<file path="config.mk">
export PLATFORM = sky130hd
export DESIGN_NAME = attack_controller_flat
export DESIGN_NICKNAME = d
export VERILOG_FILES = /design/src/rtl/attack_controller_if.sv /design/src/rtl/attack_controller.sv /design/src/flat_wrapper.sv
export SDC_FILE = /design/constraint.sdc
export NUM_CORES = 1
export LEC_CHECK = 0
export CAP_MARGIN = 5
export CORE_UTILIZATION = 32
export DETAILED_ROUTE_END_ITERATION = 7
export SETUP_SLACK_MARGIN = 0.4
export SYNTH_ARGS = -nofsm -noshare
export SYNTH_HDL_FRONTEND = slang
export SYNTH_SLANG_ARGS = --single-unit
</file>
<file path="constraint.sdc">
create_clock -name clk -period 14.2 [get_ports clk]
set_input_delay 1.42 -clock clk [delete_from_list [all_inputs] [get_ports clk]]
set_output_delay 1.42 -clock clk [all_outputs]
set_load 0.05 [all_outputs]
</file>
<file path="src/rtl/attack_controller_if.sv">
// Player-facing I/O bundle of the battleship attack controller:
// switches and buttons in, LED matrix drive and game results out.
interface attack_controller_if;
   logic       onOff;
   logic       status;
   logic       save_game;
   logic       attack_button;
   logic [6:0] col1_in;
   logic [6:0] col2_in;
   logic [6:0] col3_in;
   logic [6:0] col4_in;
   logic [6:0] col5_in;
   logic [2:0] columns_attack;
   logic [2:0] rows_attack;
   logic [6:0] col1_out;
   logic [6:0] col2_out;
   logic [6:0] col3_out;
   logic [6:0] col4_out;
   logic [6:0] col5_out;
   logic       hit;
   logic       miss;
   logic       repeat_shot;
   logic       invalid_shot;
   logic       win;
   logic       game_over;
   logic [4:0] shots_left;
   // Handshake: save_game/attack_button are levels with no ready; each rising level is one
   // request, and hit/miss/repeat_shot/invalid_shot are one-cycle results that cannot be stalled.
   // fsm_state encoding: 0 OFF, 1 PLACE, 2 ARMED, 3 ATTACK, 4 WIN, 5 LOSE.
   logic [2:0] fsm_state;

   modport master (
      output onOff, status, save_game, attack_button,
      output col1_in, col2_in, col3_in, col4_in, col5_in,
      output columns_attack, rows_attack,
      input  col1_out, col2_out, col3_out, col4_out, col5_out,
      input  hit, miss, repeat_shot, invalid_shot, win, game_over, shots_left, fsm_state
   );

   modport slave (
      input  onOff, status, save_game, attack_button,
      input  col1_in, col2_in, col3_in, col4_in, col5_in,
      input  columns_attack, rows_attack,
      output col1_out, col2_out, col3_out, col4_out, col5_out,
      output hit, miss, repeat_shot, invalid_shot, win, game_over, shots_left, fsm_state
   );
endinterface

</file>
<file path="src/rtl/attack_controller.sv">
// Battleship game sequencer: placement, fleet latch, shot processing, win/loss detection
// and ownership of the 5x7 LED matrix column drive.
module attack_controller #(
   parameter int MAX_SHOTS = 15,
   parameter int BLINK_DIV = 25000000
) (
   input logic                clk,
   input logic                reset,
   attack_controller_if.slave bus
);
   localparam int CNT_W = (BLINK_DIV > 1) ? $clog2(BLINK_DIV) : 1;

   typedef enum logic [2:0] {
      OFF    = 3'd0,
      PLACE  = 3'd1,
      ARMED  = 3'd2,
      ATTACK = 3'd3,
      WIN    = 3'd4,
      LOSE   = 3'd5
   } state_t;

   state_t state;
   state_t next_state;

   logic [1:0] save_sync;
   logic [1:0] atk_sync;
   logic       save_prev;
   logic       atk_prev;
   logic       save_rise;
   logic       atk_rise;

   // Boards are flattened with cell (column c, row r) at bit c*7+r.
   logic [34:0] col_in_flat;
   logic [34:0] place_q;
   logic [34:0] board;
   logic [34:0] shot_map;
   logic [34:0] display;
   logic [34:0] target_mask;
   logic [5:0]  target_idx;
   logic        target_invalid;
   logic        already_shot;
   logic        is_ship;

   logic [5:0]  in_cells;
   logic [5:0]  ship_cells;
   logic [5:0]  hits;
   logic [4:0]  shots_left;

   logic hit_q;
   logic miss_q;
   logic repeat_q;
   logic invalid_q;

   logic [CNT_W-1:0] blink_cnt;
   logic             blink_phase;

   logic do_clear_all;
   logic do_clear_game;
   logic do_latch;
   logic shot_fire;

   function automatic logic [5:0] popcount35(input logic [34:0] v);
      logic [5:0] n;
      n = '0;
      for (int i = 0; i < 35; i++) begin
         n = n + {5'd0, v[i]};
      end
      return n;
   endfunction

   assign col_in_flat = {bus.col5_in, bus.col4_in, bus.col3_in, bus.col2_in, bus.col1_in};
   assign in_cells    = popcount35(col_in_flat);

   always_ff @(posedge clk) begin
      if (reset) begin
         save_sync <= '0;
         atk_sync  <= '0;
         save_prev <= 1'b0;
         atk_prev  <= 1'b0;
      end else begin
         save_sync <= {save_sync[0], bus.save_game};
         atk_sync  <= {atk_sync[0], bus.attack_button};
         save_prev <= save_sync[1];
         atk_prev  <= atk_sync[1];
      end
   end

   assign save_rise = save_sync[1] & ~save_prev;
   assign atk_rise  = atk_sync[1] & ~atk_prev;

   assign target_invalid = (bus.columns_attack > 3'd4) || (bus.rows_attack > 3'd6);
   assign target_idx     = ({3'b000, bus.columns_attack} * 6'd7) + {3'b000, bus.rows_attack};
   assign target_mask    = 35'd1 << target_idx;
   assign already_shot   = |(shot_map & target_mask);
   assign is_ship        = |(board & target_mask);

   always_ff @(posedge clk) begin
      if (reset) begin
         state <= OFF;
      end else begin
         state <= next_state;
      end
   end

   always_comb begin
      next_state    = state;
      do_clear_all  = 1'b0;
      do_clear_game = 1'b0;
      do_latch      = 1'b0;
      shot_fire     = 1'b0;
      if (!bus.onOff) begin
         next_state   = OFF;
         do_clear_all = 1'b1;
      end else begin
         case (state)
            OFF: next_state = PLACE;
            PLACE: begin
               // An empty board is never armed: it could never be won.
               if (save_rise && (in_cells != 6'd0)) begin
                  do_latch   = 1'b1;
                  next_state = ARMED;
               end
            end
            ARMED: begin
               if (save_rise && (in_cells != 6'd0)) begin
                  do_latch = 1'b1;
               end
               if (bus.status) begin
                  next_state = ATTACK;
               end
            end
            ATTACK: begin
               if (!bus.status) begin
                  next_state    = PLACE;
                  do_clear_game = 1'b1;
               end else if (hits == ship_cells) begin
                  next_state = WIN;
               end else if (shots_left == 5'd0) begin
                  next_state = LOSE;
               end else begin
                  shot_fire = atk_rise;
               end
            end
            WIN, LOSE: begin
               if (!bus.status) begin
                  next_state    = PLACE;
                  do_clear_game = 1'b1;
               end
            end
            default: begin
               next_state   = OFF;
               do_clear_all = 1'b1;
            end
         endcase
      end
   end

   always_ff @(posedge clk) begin
      if (reset) begin
         board      <= '0;
         shot_map   <= '0;
         ship_cells <= '0;
         hits       <= '0;
         shots_left <= '0;
         hit_q      <= 1'b0;
         miss_q     <= 1'b0;
         repeat_q   <= 1'b0;
         invalid_q  <= 1'b0;
      end else begin
         hit_q     <= 1'b0;
         miss_q    <= 1'b0;
         repeat_q  <= 1'b0;
         invalid_q <= 1'b0;
         if (do_clear_all || do_clear_game) begin
            board      <= '0;
            shot_map   <= '0;
            ship_cells <= '0;
            hits       <= '0;
            if (do_clear_all) begin
               shots_left <= '0;
            end
         end else if (do_latch) begin
            board      <= col_in_flat;
            ship_cells <= in_cells;
            shots_left <= 5'(MAX_SHOTS);
         end else if (shot_fire) begin
            if (target_invalid) begin
               invalid_q <= 1'b1;
            end else if (already_shot) begin
               repeat_q <= 1'b1;
            end else begin
               shot_map <= shot_map | target_mask;
               if (shots_left != 5'd0) begin
                  shots_left <= shots_left - 5'd1;
               end
               if (is_ship) begin
                  hit_q <= 1'b1;
                  hits  <= hits + 6'd1;
               end else begin
                  miss_q <= 1'b1;
               end
            end
         end
      end
   end

   // Placement preview is blanked while status asks for attack without a saved board.
   always_ff @(posedge clk) begin
      if (reset) begin
         place_q <= '0;
      end else begin
         place_q <= bus.status ? '0 : col_in_flat;
      end
   end

   always_ff @(posedge clk) begin
      if (reset || (state != ATTACK)) begin
         blink_cnt   <= '0;
         blink_phase <= 1'b0;
      end else if (blink_cnt == CNT_W'(BLINK_DIV - 1)) begin
         blink_cnt   <= '0;
         blink_phase <= ~blink_phase;
      end else begin
         blink_cnt <= blink_cnt + 1'b1;
      end
   end

   always_comb begin
      display = '0;
      case (state)
         PLACE:   display = place_q;
         ARMED:   display = board;
         ATTACK:  display = (shot_map & board) | (blink_phase ? (shot_map & ~board) : '0);
         WIN:     display = '1;
         // Hits are a subset of the board, so the reveal already lights them.
         LOSE:    display = board;
         default: display = '0;
      endcase
   end

   assign bus.col1_out     = display[6:0];
   assign bus.col2_out     = display[13:7];
   assign bus.col3_out     = display[20:14];
   assign bus.col4_out     = display[27:21];
   assign bus.col5_out     = display[34:28];
   assign bus.hit          = hit_q;
   assign bus.miss         = miss_q;
   assign bus.repeat_shot  = repeat_q;
   assign bus.invalid_shot = invalid_q;
   assign bus.win          = (state == WIN);
   assign bus.game_over    = (state == LOSE);
   assign bus.shots_left   = shots_left;
   assign bus.fsm_state    = state;
endmodule

</file>
<file path="src/flat_wrapper.sv">
// flat-port wrapper written by rule: the top's interface ports become plain ports
module attack_controller_flat 
#(
   parameter int MAX_SHOTS = 15,
   parameter int BLINK_DIV = 25000000
)
  (clk, reset, bus_onOff, bus_status, bus_save_game, bus_attack_button, bus_col1_in, bus_col2_in, bus_col3_in, bus_col4_in, bus_col5_in, bus_columns_attack, bus_rows_attack, bus_col1_out, bus_col2_out, bus_col3_out, bus_col4_out, bus_col5_out, bus_hit, bus_miss, bus_repeat_shot, bus_invalid_shot, bus_win, bus_game_over, bus_shots_left, bus_fsm_state);
  attack_controller_if bus_i ();
  input logic clk;
  input logic reset;
  input wire logic [$bits(bus_i.onOff)-1:0] bus_onOff;
  input wire logic [$bits(bus_i.status)-1:0] bus_status;
  input wire logic [$bits(bus_i.save_game)-1:0] bus_save_game;
  input wire logic [$bits(bus_i.attack_button)-1:0] bus_attack_button;
  input wire logic [$bits(bus_i.col1_in)-1:0] bus_col1_in;
  input wire logic [$bits(bus_i.col2_in)-1:0] bus_col2_in;
  input wire logic [$bits(bus_i.col3_in)-1:0] bus_col3_in;
  input wire logic [$bits(bus_i.col4_in)-1:0] bus_col4_in;
  input wire logic [$bits(bus_i.col5_in)-1:0] bus_col5_in;
  input wire logic [$bits(bus_i.columns_attack)-1:0] bus_columns_attack;
  input wire logic [$bits(bus_i.rows_attack)-1:0] bus_rows_attack;
  output wire logic [$bits(bus_i.col1_out)-1:0] bus_col1_out;
  output wire logic [$bits(bus_i.col2_out)-1:0] bus_col2_out;
  output wire logic [$bits(bus_i.col3_out)-1:0] bus_col3_out;
  output wire logic [$bits(bus_i.col4_out)-1:0] bus_col4_out;
  output wire logic [$bits(bus_i.col5_out)-1:0] bus_col5_out;
  output wire logic [$bits(bus_i.hit)-1:0] bus_hit;
  output wire logic [$bits(bus_i.miss)-1:0] bus_miss;
  output wire logic [$bits(bus_i.repeat_shot)-1:0] bus_repeat_shot;
  output wire logic [$bits(bus_i.invalid_shot)-1:0] bus_invalid_shot;
  output wire logic [$bits(bus_i.win)-1:0] bus_win;
  output wire logic [$bits(bus_i.game_over)-1:0] bus_game_over;
  output wire logic [$bits(bus_i.shots_left)-1:0] bus_shots_left;
  output wire logic [$bits(bus_i.fsm_state)-1:0] bus_fsm_state;
  assign bus_i.onOff = bus_onOff;
  assign bus_i.status = bus_status;
  assign bus_i.save_game = bus_save_game;
  assign bus_i.attack_button = bus_attack_button;
  assign bus_i.col1_in = bus_col1_in;
  assign bus_i.col2_in = bus_col2_in;
  assign bus_i.col3_in = bus_col3_in;
  assign bus_i.col4_in = bus_col4_in;
  assign bus_i.col5_in = bus_col5_in;
  assign bus_i.columns_attack = bus_columns_attack;
  assign bus_i.rows_attack = bus_rows_attack;
  assign bus_col1_out = bus_i.col1_out;
  assign bus_col2_out = bus_i.col2_out;
  assign bus_col3_out = bus_i.col3_out;
  assign bus_col4_out = bus_i.col4_out;
  assign bus_col5_out = bus_i.col5_out;
  assign bus_hit = bus_i.hit;
  assign bus_miss = bus_i.miss;
  assign bus_repeat_shot = bus_i.repeat_shot;
  assign bus_invalid_shot = bus_i.invalid_shot;
  assign bus_win = bus_i.win;
  assign bus_game_over = bus_i.game_over;
  assign bus_shots_left = bus_i.shots_left;
  assign bus_fsm_state = bus_i.fsm_state;
  attack_controller #(.MAX_SHOTS(MAX_SHOTS), .BLINK_DIV(BLINK_DIV)) u_core (.clk(clk), .reset(reset), .bus(bus_i));
endmodule
</file>
==> flow_summary.ini <==
[run_status]
outcome = finished clean

[worst_setup_path]
worst_ep_required_time_ns = 14.54
cp_max_fo = 43
cpMaxStageDelayCell = or4b_2
slowest_delay_ns = 1.09
crit_top_cell = fa_1
path_class = in2reg
path_cells = clkdlybuf4s50_1, ha_1, inv_1, fa_1, fa_1, fa_1, fa_1, fa_1, fa_1, inv_1, ha_1, fa_1, nand2_1, o21ai_0, a311o_1, or4b_2, a311oi_1, a21oi_1, nor3_1
worstPathArrival_ns = 8.17
startpoint_type = primary input
end_kind = flop

[clocking]
cts-resized-gates = 0
cts_buffers = 17
cts_root_buffer = clkbuf_16
clk_pin_slew_ns = 0.07
postCtsSetupRepairBufs = 0
h-tree-depth = 4
clk_latency_ns = 0.43
clock_path_buffers = 2
cts_sinks = 161
cts_tree = yes
hold_buffers = 0

[floorplanning]
core_um2 = 27100
dieHeight_um = 169
initial_core_util = 0.328
dieArea_um2 = 28500
rows = 60
die_w_um = 169
boundaryPins = 96

[timing]
fin_ws_ns = 6.37
fin_crit_sh = 0.551
final_max_slew_viol_count = 0
hold_viol = 0
fin_worst_skew_ns = 0.00818
tns_ns = 0
fmax_ghz = 0.128
min_period_ns = 7.83
worstMarginPinSlew_ns = 1.04
setup_violations = 0
rsz0062_at_grt = false
maxSlewHeadroom = 0.308

[pwr]
power.total_mw = 1.50
irDropWorstVdd_v = 0.0000776
powerDensity_nw_per_um2 = 139
power_leakage_nw = 3.78

[place]
post-place-ws_ns = 5.96
place.port_buffers = 95
post_dp_cell_area_um2 = 10200
dp_cells = 1520
gp_congestion = 0.919
detailed_place_hpwl_mm = 21.6

[logic_synthesis]
ys_seq_area_frac = 0.362
syn_nets = 1209
async_flop_share = 0
synth_most_common_cell = a21oi_1
synth_common_cells = a21oi_1, dfxtp_1, nand2_1, nor2_1, inv_1
yosys.area.top_type_share = 0.362
synth.avg_cell_area_um2 = 8.04
synthCells = 1107
synth_area_um2 = 8900
yosysWarnings = 0
synthTopCellsByArea = dfxtp_1, a21oi_1, fa_1
yosysTopAreaCell = dfxtp_1
synth_edf_count = 0
synth.distinct_cells = 70
ys.flop_type = dfxtp_1
ys_seq_elements = 161

[routing]
drc = 0
routedWlPerCell_um = 18.7
wirelength_mm = 29.1
vias_per_cell = 5.32
ant_nets = 0
firstDrtPassIters = 7
drt_iter0_markers = 767
vias = 8253

[global_routing]
grt_pass1_wl_mm = 44.7
grt_util_all_layers = 0.206
overflow = 0
grt_max_degree = 79
antenna_found_initial = 0
use_met2 = 0.321
grt_pass1_vias = 7704
globalRoute.busiestLayer = met2
grt.met1_usage = 0.284
grt_use_met3 = 0.0316

[layout]
stdcell_count = 1552
areaGrowthSynthToFinish_pct = 21.4
drive_gt1_frac = 0.0644
fillers = 2759
fin_nets = 1269
finish.instance_area_um2 = 10800
antenna_cells = 0

[worst_hold_path]
hold_path_class = reg2reg

[flow_run]
maxCapViolCount = 0
-- where the power goes --
part	internal, mW	switching (mW)
Clock	0.258	0.211
Combinational	0.226	0.340
Sequential	0.458	0.00538
-- through the flow --
| stage | hold WS [ns] | util |
|---|---|---|
| global route | 0.467 | 0.398 |
| detailed placement | 0.432 | 0.377 |
| floorplan | 0.414 | - |
| finish | 0.441 | 0.398 |
| global placement | 0.425 | 0.377 |
| CTS | 0.450 | 0.398 |
-- flip-flops by register name, summed over array words and instances, names as in the netlist, 2 cells and up --
name	flops
u_core.atk_sync	2
u_core.blink_cnt	25
u_core.board	35
u_core.bus.fsm_state	3
u_core.bus.shots_left	5
u_core.hits	6
u_core.place_q	35
u_core.save_sync	2
u_core.ship_cells	6
u_core.shot_map	35
-- cell families after synthesis --
| logic type | count (synthesis) | synth area share |
|---|---|---|
| fa+ha+maj | 55 | 0.103 |
| buf+inv | 140 | 0.0600 |
| xor+xnor | 39 | 0.0392 |
| mux | 15 | 0.0179 |
| flops | 161 | 0.362 |
| compound gates | 310 | 0.203 |
| simple gates | 387 | 0.214 |
-- per-layer routing --
metal	routed length (µm)	share of wire	vias up
li1	-	-	3963
met1	13200	0.45	3952
met3	1840	0.063	46
met4	927	0.032	0
met5	0	0	-
met2	13100	0.45	292
-- critical path, delay by kind of cell --
family	cells	cell delay, ns
AO/OA/AOI/OAI	4	0.97
AND/OR/NAND/NOR	3	1.40
buffers and inverters	3	0.55
adder cells (fa/ha/maj)	9	3.82
-- layout by cell type, fill, tap and decap left out, drive strengths merged, types with 5 or more instances in the layout --
cell           count
fa                31
nand2b             8
or3                6
mux2               7
dfxtp            161
a21oi            165
a22oi              7
clkdlybuf4s50     95
nor3b              5
inv               77
buf               17
o31ai             12
a31oi             18
xnor2             17
clkbuf            19
nor2b             10
nand4             10
ha                24
and2              27
a211oi             7
and3              12
nand2            110
nor2              99
o21ai             53
or2                5
mux2i              8
nor3              31
a41oi              7
nor4b              5
nand3             34
xor2              22
-- final cells by class --
class                      count  area (µm²)  area share
multi-input combinational    806        5180       0.480
clock inverter                13         138      0.0127
clock buffer                  19         453      0.0419
inverter                      69         259      0.0240
timing repair buffer         112        1080      0.0999
tap                          372         465      0.0431
sequential                   161        3220       0.298
-- path summary, 6_finish.rpt --
check	from	endpoint	slack [ns]	cells after the start
max reg2reg	u_core.bus.fsm_state[0]	u_core.hits[3]	11.12	8
min reg2reg	u_core.atk_sync[0]	u_core.atk_sync[1]	0.44	1
max	bus_col1_in[0]	u_core.bus.shots_left[2]	6.37	19
min	u_core.atk_sync[0]	u_core.atk_sync[1]	0.44	1
(Power assumes the default switching activity.)
